$ cat src/rtl/collatz_pkg.sv
// Shared types and helpers for the Collatz engine.
package collatz_pkg;

  typedef enum logic [1:0] {
    StIdle,
    StRun,
    StFin
  } state_e;

  typedef struct packed {
    logic ovf;
    logic tmo;
    logic zro;
  } status_t;

  // Largest step limit that still leaves headroom for a +2 increment.
  function automatic int unsigned max_steps_for(input int unsigned kw);
    return (32'd1 << kw) - 32'd2;
  endfunction

endpackage

$ cat src/rtl/collatz_if.sv
// Start/result bundle of the Collatz engine; the peak signal exists only with COLLATZ_PEAK_EN.
interface collatz_if #(
  parameter int unsigned WIDTH = 16,
  parameter int unsigned KW    = 20
);
  logic             st;
  logic [WIDTH-1:0] co;
  logic [WIDTH-1:0] x;
  logic [KW-1:0]    k;
  logic             bs;
  logic             done;
  logic             ovf;
  logic             tmo;
  logic             zro;
`ifdef COLLATZ_PEAK_EN
  logic [WIDTH-1:0] peak;

  modport master (output st, co, input x, k, bs, done, ovf, tmo, zro, peak);
  modport slave  (input st, co, output x, k, bs, done, ovf, tmo, zro, peak);
`else
  modport master (output st, co, input x, k, bs, done, ovf, tmo, zro);
  modport slave  (input st, co, output x, k, bs, done, ovf, tmo, zro);
`endif
endinterface

$ cat src/rtl/collatz_step.sv
// One combinational Collatz step: next value, step increment and overflow flag.
module collatz_step #(
  parameter int unsigned WIDTH    = 16,
  parameter int unsigned SHORTCUT = 0
) (
  input  logic [WIDTH-1:0] x_i,
  output logic [WIDTH-1:0] x_o,
  output logic [1:0]       inc_o,
  output logic             ovf_o
);

  logic [WIDTH+1:0] t3;
  logic [WIDTH+1:0] t;

  always_comb begin
    // 3x+1 needs two extra bits so overflow can be seen rather than wrapped.
    t3 = {2'b00, x_i} + {1'b0, x_i, 1'b0} + (WIDTH+2)'(1);
    t  = (SHORTCUT != 0) ? (t3 >> 1) : t3;
    if (!x_i[0]) begin
      x_o   = x_i >> 1;
      inc_o = 2'd1;
      ovf_o = 1'b0;
    end else begin
      x_o   = t[WIDTH-1:0];
      inc_o = (SHORTCUT != 0) ? 2'd2 : 2'd1;
      ovf_o = |t[WIDTH+1:WIDTH];
    end
  end

endmodule

$ cat src/rtl/collatz_engine.sv
// Collatz sequence engine: iterates one step per cycle from a seed until 1, zero, overflow or
// step limit. Define COLLATZ_PEAK_EN to add the running-maximum register and peak output.
module collatz_engine
  import collatz_pkg::*;
#(
  parameter int unsigned WIDTH     = 16,
  parameter int unsigned KW        = 20,
  parameter int unsigned MAX_STEPS = max_steps_for(KW),
  parameter int unsigned SHORTCUT  = 0
) (
  input logic      clk,
  input logic      rst_n,
  collatz_if.slave bus
);

  state_e           state_q, state_d;
  logic [WIDTH-1:0] x_q, x_d;
  logic [KW-1:0]    k_q, k_d;
  status_t          stat_q, stat_d;
  logic             upd;

  logic [WIDTH-1:0] step_x;
  logic [1:0]       step_inc;
  logic             step_ovf;
  logic             at_limit;

  collatz_step #(
    .WIDTH    (WIDTH),
    .SHORTCUT (SHORTCUT)
  ) u_step (
    .x_i   (x_q),
    .x_o   (step_x),
    .inc_o (step_inc),
    .ovf_o (step_ovf)
  );

  assign at_limit = (k_q >= KW'(MAX_STEPS));

  always_ff @(posedge clk or negedge rst_n) begin
    if (!rst_n) state_q <= StIdle;
    else        state_q <= state_d;
  end

  always_comb begin
    state_d = state_q;
    x_d     = x_q;
    k_d     = k_q;
    stat_d  = stat_q;
    upd     = 1'b0;
    unique case (state_q)
      StIdle: begin
        if (bus.st) begin
          state_d = StRun;
          x_d     = bus.co;
          k_d     = '0;
          stat_d  = '0;
        end
      end
      StRun: begin
        if (x_q == '0) begin
          stat_d.zro = 1'b1;
          state_d    = StFin;
        end else if (x_q == WIDTH'(1)) begin
          state_d = StFin;
        end else if (at_limit) begin
          stat_d.tmo = 1'b1;
          state_d    = StFin;
        end else if (step_ovf) begin
          // Overflowing step is abandoned: x and k keep their last valid values.
          stat_d.ovf = 1'b1;
          state_d    = StFin;
        end else begin
          x_d = step_x;
          k_d = k_q + KW'(step_inc);
          upd = 1'b1;
        end
      end
      StFin:   state_d = StIdle;
      default: state_d = StIdle;
    endcase
  end

  always_ff @(posedge clk or negedge rst_n) begin
    if (!rst_n) begin
      x_q    <= '0;
      k_q    <= '0;
      stat_q <= '0;
    end else begin
      x_q    <= x_d;
      k_q    <= k_d;
      stat_q <= stat_d;
    end
  end

`ifdef COLLATZ_PEAK_EN
  logic [WIDTH-1:0] peak_q, peak_d;

  always_comb begin
    peak_d = peak_q;
    if (state_q == StIdle && bus.st) peak_d = bus.co;
    else if (upd && (step_x > peak_q)) peak_d = step_x;
  end

  always_ff @(posedge clk or negedge rst_n) begin
    if (!rst_n) peak_q <= '0;
    else        peak_q <= peak_d;
  end

  assign bus.peak = peak_q;
`endif

  always_comb begin
    bus.bs   = (state_q != StIdle);
    bus.done = (state_q == StFin);
    bus.x    = x_q;
    bus.k    = k_q;
    bus.ovf  = stat_q.ovf;
    bus.tmo  = stat_q.tmo;
    bus.zro  = stat_q.zro;
  end

endmodule
$ cat src/flat_wrapper.sv
// flat-port wrapper written by rule: the top's interface ports become plain ports
module collatz_engine_flat import collatz_pkg::*;
#(
  parameter int unsigned WIDTH     = 16,
  parameter int unsigned KW        = 20,
  parameter int unsigned MAX_STEPS = max_steps_for(KW),
  parameter int unsigned SHORTCUT  = 0
)
  (clk, rst_n, bus_st, bus_co, bus_x, bus_k, bus_bs, bus_done, bus_ovf, bus_tmo, bus_zro);
  collatz_if #(.WIDTH(WIDTH), .KW(KW)) bus_i ();
  input logic clk;
  input logic rst_n;
  input wire logic [$bits(bus_i.st)-1:0] bus_st;
  input wire logic [$bits(bus_i.co)-1:0] bus_co;
  output wire logic [$bits(bus_i.x)-1:0] bus_x;
  output wire logic [$bits(bus_i.k)-1:0] bus_k;
  output wire logic [$bits(bus_i.bs)-1:0] bus_bs;
  output wire logic [$bits(bus_i.done)-1:0] bus_done;
  output wire logic [$bits(bus_i.ovf)-1:0] bus_ovf;
  output wire logic [$bits(bus_i.tmo)-1:0] bus_tmo;
  output wire logic [$bits(bus_i.zro)-1:0] bus_zro;
  assign bus_i.st = bus_st;
  assign bus_i.co = bus_co;
  assign bus_x = bus_i.x;
  assign bus_k = bus_i.k;
  assign bus_bs = bus_i.bs;
  assign bus_done = bus_i.done;
  assign bus_ovf = bus_i.ovf;
  assign bus_tmo = bus_i.tmo;
  assign bus_zro = bus_i.zro;
  collatz_engine #(.WIDTH(WIDTH), .KW(KW), .MAX_STEPS(MAX_STEPS), .SHORTCUT(SHORTCUT)) u_core (.clk(clk), .rst_n(rst_n), .bus(bus_i));
endmodule
$ cat config.mk
export PLATFORM = sky130hd
export DESIGN_NAME = collatz_engine_flat
export DESIGN_NICKNAME = d
export VERILOG_FILES = /design/src/rtl/collatz_pkg.sv /design/src/rtl/collatz_if.sv /design/src/rtl/collatz_step.sv /design/src/rtl/collatz_engine.sv /design/src/flat_wrapper.sv
export SDC_FILE = /design/constraint.sdc
export NUM_CORES = 1
export LEC_CHECK = 0
export BUFFER_PORTS_ARGS = -buffer_cell sky130_fd_sc_hd__buf_2
export CAP_MARGIN = 20
export CORE_MARGIN = 2
export CORE_UTILIZATION = 51
export CTS_CLUSTER_DIAMETER = 150
export CTS_CLUSTER_SIZE = 40
export DETAILED_ROUTE_END_ITERATION = 16
export HOLD_SLACK_MARGIN = 0.05
export PLACE_DENSITY = 0.74
export SLEW_MARGIN = 0
export SYNTH_ARGS = -nofsm -noshare
export SYNTH_HDL_FRONTEND = slang
export SYNTH_SLANG_ARGS = --single-unit
$ cat constraint.sdc
create_clock -name clk -period 3 [get_ports clk]
set_input_delay 0.3 -clock clk [delete_from_list [all_inputs] [get_ports clk]]
set_output_delay 0.3 -clock clk [all_outputs]
set_load 0.02 [all_outputs]
==> run_results.csv, run 1 <==
group,metric,value,unit
critical_path,end_kind,"flop",
synth,synth_ff_type,"dfrtp_1",
synth,async_flop_share,100,%
sta,fin_crit_sh,95.6,%
cts,root_buffer,"clkbuf_8",
synth,synth_xor_area_share,3.14,%
synth,netlist_area,3350,sq um
floorplanning,die_h,85.1,um
floorplanning,row_count,29,
critical_path,crit_type,"reg -> reg",
synth,synth_edf_count,0,
floorplanning,die_width,85.1,um
floorplanning,coreArea,6350,sq um
sta,hold_viol,0,
route,drt-total-wl,8600,um
floorplanning,initial_core_util,52.8,%
global_routing,grt_max_degree,42,
floorplanning,num_io_pins,60,
sta,period_needed,2.87,ns
critical_path,reg2reg_to,"u_core.bus.x[14]",
synth,yosysWarnings,0,
route,ant_nets,0,
power_and_ir_drop,ir_drop,0.825,mV
cts,clk_latency,0.30,ns
critical_path,start_kind,"flop",
synth,syn_area_per_cell,8.61,sq um
layout,drive_above_1_share,22.4,%
synth,synth-seq-cells,41,
cts,cts-htree-levels,2,
layout,antenna_cells,0,
route,dr.pass1.iters,4,
critical_path,startpoint,"u_core.bus.x[4]",
critical_path,cp.arrival,3.05,ns
route,via_count,3136,
sta,tightest_slew,0.967,ns
synth,synth.top_cell.area_share,30.6,%
place,hpwlAfterDp,6380,um
place,place_ws,0.132,ns
min_path,hold_path_class,"in -> async",
layout,layout_commonest_cell,"buf_2",
critical_path,r2r_start,"u_core.bus.x[4]",
sta,rsz0062_at_grt,"false",
synth,synth_mux_area_share,6.83,%
flow_run,cap_violations,0,
global_routing,antenna_found_initial,0,
route,avgRoutedWirePerCell,16.2,um
sta,maxSlewViolCount,0,
layout,layout_common_cells,"buf_2 (59), dfrtp_1 (40), nor2_1 (39), nand2_1 (39), a21oi_1 (33)",
critical_path,critPathRequiredTime,3.18,ns
synth,synthAdderAreaFrac,11.8,%
sta,finClkSkew,0.00570,ns
cts,postCtsHoldBufs,0,
synth,synth_area_leader_cell,"dfrtp_1",
route,drt_iter0_drc,195,
synth,synth-simple-area-share,19.2,%
layout,nNetsFinal,504,
synth,netlist_instances,389,
cts,cts_tree,"built",
cts,numClockSinks,41,
cts,cts_buffers,5,
sta,relSlewSlack,35.5,%
cts,cts_setup_buffers,0,
synth,synthTopCellsByArea,"dfrtp_1 (31%), ha_1 (11%), a21oi_1 (4.9%)",
cts,clk_pin_slew,0.08,ns
cts,clock_path_buffers,2,
synth,syn_nets,439,
critical_path,ff2ff_path_depth,11,
critical_path,regToRegSetupSlack,0.13,ns
sta,fmax,349,MHz
critical_path,critPathMaxFanout,12,
place,portBuffers,59,
global_routing,grt_overflow_total,0,
power_and_ir_drop,p_leak,0.00195,uW
synth,synth_cell_type_count,66,
sta,setup_viol,0,
layout,area_delta_synth_final,16.2,%
route,viasPerCell,5.89,
critical_path,crit_end,"u_core.bus.x[14]",
place,gp_congestion,0.926,
route,drc,0,
synth,synth_top_family_by_area,"compound AO/OA/AOI/OAI gates",
floorplanning,dieArea,7230,sq um
cts,ctsResizeCount,0,
global_routing,grtUsageTotal,24.9,%
synth,synth_seq_area_share,30.6,%
run_status,outcome,"finished, final reports clean",
sta,finalSetupTns,0,ns
global_routing,grt_pass1_wl,14800,um
power_and_ir_drop,power.density,1340,nW/um^2
global_routing,grt_pass1_vias,3003,
synth,synth_compound_area_share,23.6,%
sta,layout_setup_ws,0.133,ns
## registers in the layout (all words and copies together) (netlist names), named ones only
| register | cells |
|---|---|
| u_core.bus.k | 20 |
| u_core.bus.zro | 1 |
| u_core.bus.x | 15 |
| u_core.bus.tmo | 1 |
| u_core.bus.ovf | 1 |
| u_core.state_q | 2 |
## logic make-up (layout without fill, tap and decap cells)
logic type	Yosys count	after routing
and+or+nand+nor	136	136
buffers and inverters	36	102
DFF	41	41
AOI/OAI and AO/OA	112	112
xor gates and xnor gates	12	12
muxes	21	21
adders and majority gates	31	31
## critical path, cell delays in order (launching register included)
cell	delay, ns
dfrtp_1	0.42
inv_1	0.08
ha_1	0.36
and3_1	0.19
a21bo_1	0.21
a211o_1	0.29
a21o_1	0.21
a31oi_2	0.21
a21oi_2	0.09
nand2b_4	0.16
inv_6	0.15
mux2_2	0.36
## per-stage QoR
stage               power [uW]  util, %  instances  hold WS [ns]  instance area (sq um)
detailed placement        4710     59.3        524         0.487                   3770
finish                    5230     61.3        532         0.153                   3890
floorplan                 3790        -        389       0.00441                   3350
global route              5700     61.3        532         0.220                   3890
global placement          4640     59.3        524         0.476                   3770
CTS                       5220     61.2        532         0.190                   3890
## cell type report
class | instances | area [sq um]
tap | 77 | 96.3
clock buffer | 6 | 82.6
inverter | 24 | 96.3
timing repair buffer | 70 | 390
fill | 587 | 2460
clock inverter | 2 | 37.5
sequential | 41 | 1030
multi-input combinational | 312 | 2160
## layer usage
layer / part of all wire (%) / up-vias / GRT usage [%]
met3: 3.8 / 8 / 2.43
met4: 1.2 / 0 / 6.20
met5: 0 / - / 0
met2: 48 / 73 / 41.1
met1: 47 / 1509 / 35.1
li1: - / 1546 / -
## report_power, final
group | switching [uW] | internal, uW
clock | 211 | 271
combinational | 2200 | 1580
sequential | 240 | 732
total | 2660 | 2580
## synth_stat cells (all sizes together), types with 3 or more instances
master	count
o31ai	11
nor2	39
o41ai	3
xnor2	6
a211oi	5
nand2b	3
nand2	40
clkbuf	7
xor2	6
nand4	5
mux2i	15
buf	5
dfrtp	41
nand3	13
ha	30
a21o	7
and2	4
a211o	5
and3	7
o21ai	18
inv	23
mux2	6
nor3	12
a31oi	3
or2	4
nor2b	4
a21oi	35
o22a	3
## how the worst min path moves through the flow
| stage | endpoint | slack [ns] | cells after the start |
|---|---|---|---|
| global placement | u_core.bus.tmo | 0.48 | 2 |
| global route | u_core.bus.k[18] | 0.22 | 1 |
| floorplan | async pin | 0.004 | 0 |
| detailed placement | u_core.bus.tmo | 0.49 | 2 |
| finish | u_core.bus.k[18] | 0.15 | 1 |
| CTS | u_core.bus.k[14] | 0.19 | 1 |
Power figures use the tool's default switching activity.
==> inputs of run 2 (changes only) <==
--- a/config.mk
+++ b/config.mk
@@ -8,12 +8,13 @@
 export BUFFER_PORTS_ARGS = -buffer_cell sky130_fd_sc_hd__buf_2
 export CAP_MARGIN = 20
 export CORE_MARGIN = 2
-export CORE_UTILIZATION = 51
+export CORE_UTILIZATION = 55
 export CTS_CLUSTER_DIAMETER = 150
 export CTS_CLUSTER_SIZE = 40
 export DETAILED_ROUTE_END_ITERATION = 16
 export HOLD_SLACK_MARGIN = 0.05
-export PLACE_DENSITY = 0.74
+export MAX_ROUTING_LAYER = met4
+export PLACE_DENSITY = 0.76
 export SLEW_MARGIN = 0
 export SYNTH_ARGS = -nofsm -noshare
 export SYNTH_HDL_FRONTEND = slang
==> constraint.sdc (replaced) <==
create_clock -name clk -period 2.9 [get_ports clk]
set_input_delay 0.29 -clock clk [delete_from_list [all_inputs] [get_ports clk]]
set_output_delay 0.29 -clock clk [all_outputs]
set_load 0.02 [all_outputs]
==> run 2 against run 1 <==
Via count is 2.0% higher. Combinational power grew 9.8%. Register-to-register slack got worse by 0.09 ns. Worst setup slack lost 0.091 ns. Power grew 7.5%. Sequential share of layout area shrank 0.71 points. Routed wire length increased by 4.3%. Maximum frequency is 0.30% higher. Critical path type unchanged.
==> run_results.csv, run 2 (same netlist as run 1, synthesis figures left out) <==
group,metric,value,unit
run_status,outcome,"finished, final reports clean",
sta,relSlewSlack,66.4,%
power_and_ir_drop,fin_total_pwr,5630,uW
global_routing,grt_max_degree,42,
floorplanning,die_width,82.1,um
sta,fin_crit_sh,98.6,%
global_routing,grtUsageTotal,28.6,%
layout,layout_commonest_cell,"buf_2",
route,ant_nets,0,
critical_path,critPathMaxFanout,9,
critical_path,critPathRequiredTime,3.11,ns
sta,maxSlewViolCount,0,
critical_path,reg2reg_to,"u_core.bus.x[5]",
sta,setup_viol,0,
critical_path,cp.arrival,3.07,ns
cts,clk_pin_slew,0.09,ns
route,viasPerCell,5.94,
place,placed_cells_incl_taps,529,
route,drt_iter0_drc,291,
cts,cts-htree-levels,2,
layout,antenna_cells,0,
layout,design_area,4010,sq um
floorplanning,row_count,28,
min_path,holdPathEnd,"u_core.bus.x[9]",
global_routing,antenna_found_initial,0,
floorplanning,dieArea,6730,sq um
sta,fmax,350,MHz
flow_run,cap_violations,0,
global_routing,grt_overflow_total,0,
critical_path,crit_type,"reg -> reg",
power_and_ir_drop,p_leak,0.00201,uW
power_and_ir_drop,ir_drop,0.965,mV
place,dpl_cell_area,3820,sq um
global_routing,grt_pass1_vias,3104,
floorplanning,num_io_pins,60,
layout,fillers,490,
critical_path,ff2ff_path_depth,12,
route,drc,0,
sta,hold_viol,0,
critical_path,start_kind,"flop",
route,dr.pass1.iters,4,
cts,cts_tree,"built",
floorplanning,coreArea,5920,sq um
route,via_count,3200,
floorplanning,initial_core_util,56.6,%
global_routing,grt_pass1_wl,14600,um
layout,layout_common_cells,"buf_2 (59), nor2_1 (39), nand2_1 (39)",
layout,nNetsFinal,514,
layout,final_core_util,67.8,%
layout,drive_above_1_share,25.0,%
critical_path,regToRegSetupSlack,0.04,ns
critical_path,startpoint,"u_core.bus.x[4]",
min_path,min_path_cells,3,
power_and_ir_drop,power.density,1400,nW/um^2
sta,tightest_slew,0.504,ns
place,gp_congestion,0.919,
sta,finClkSkew,0.00691,ns
cts,root_buffer,"clkbuf_8",
layout,largest_register_ffs,20,
floorplanning,die_h,82.1,um
min_path,min_from,"bus_co[9]",
layout,area_delta_synth_final,19.7,%
cts,numClockSinks,41,
route,drt-total-wl,8970,um
critical_path,end_kind,"flop",
place,hpwlAfterDp,6500,um
route,avgRoutedWirePerCell,16.6,um
layout,post_layout_nonfiller_instances,539,
place,portBuffers,59,
cts,cts_buffers,5,
critical_path,r2r_start,"u_core.bus.x[4]",
cts,clk_latency,0.30,ns
cts,clock_path_buffers,2,
sta,period_needed,2.86,ns
min_path,hold_path_class,"in -> reg",
==> run 2: changes by cell type in the layout (fill, tap and decap cells not counted), sizes merged <==
cell / delta
buf: +9
clkbuf: -1
clkinv: +1
clkinvlp: -1
dlygate4sd3: +1
==> run 2: timing repair <==
item	4_1_cts	5_1_grt
endpoints found under the hold margin	0	17
hold buffers	0	1
resized for setup	0	10
buffers inserted	0	1
endpoints found under the setup margin	0	26
==> run 2: layout make-up <==
class | count | area, sq um | area share (%)
multi-input combinational | 312 | 2200 | 54.8
timing repair buffer | 80 | 488 | 12.2
sequential | 41 | 1030 | 25.7
clock inverter | 2 | 35.0 | 0.873
inverter | 24 | 96.3 | 2.40
tap | 75 | 93.8 | 2.34
clock buffer | 5 | 68.8 | 1.72
==> run 2: metrics by stage <==
| step | setup TNS [ns] | setup slack, ns | hold slack, ns |
|---|---|---|---|
| CTS | 0 | 0.0496 | 0.174 |
| detailed placement | 0 | 0.0589 | 0.479 |
| finish | 0 | 0.0413 | 0.268 |
| global placement | 0 | 0.134 | 0.470 |
| floorplan | 0 | 0.0333 | -0.00559 |
| global route | -0.140 | -0.0358 | 0.281 |
==> run 2: routing by layer <==
| layer | wire length, um | track usage, % | up-vias |
|---|---|---|---|
| li1 | - | - | 1558 |
| met1 | 3880 | 35.4 | 1543 |
| met2 | 4590 | 50.5 | 89 |
| met3 | 413 | 2.64 | 10 |
| met4 | 87 | 6.33 | 0 |
| met5 | 0 | - | - |
==> run 2: how the worst max path moves through the flow <==
stage	to	slack (ns)	cells past startpoint
3_3_place_gp	u_core.bus.x[14]	0.13	11
6_report	u_core.bus.x[5]	0.04	12
2_1_floorplan	u_core.bus.k[11]	0.03	11
3_5_place_dp	u_core.bus.x[14]	0.06	11
4_1_cts	u_core.bus.x[14]	0.05	11
5_1_grt	u_core.bus.x[5]	-0.04	11
==> run 2: worst max-delay path, stage by stage, from the launching register on <==
cell	delay [ns]
dfrtp_1	0.43
inv_1	0.11
ha_4	0.30
and3_1	0.16
a21bo_1	0.21
a211o_1	0.31
a21o_1	0.24
a31oi_2	0.21
a21oi_2	0.09
nand2b_4	0.17
inv_6	0.13
buf_4	0.16
mux2i_1	0.24
==> run 2: where the power goes <==
part / switching [uW] / internal [uW]
clock: 223 / 251
sequential: 248 / 760
combinational: 2380 / 1770
total: 2850 / 2780
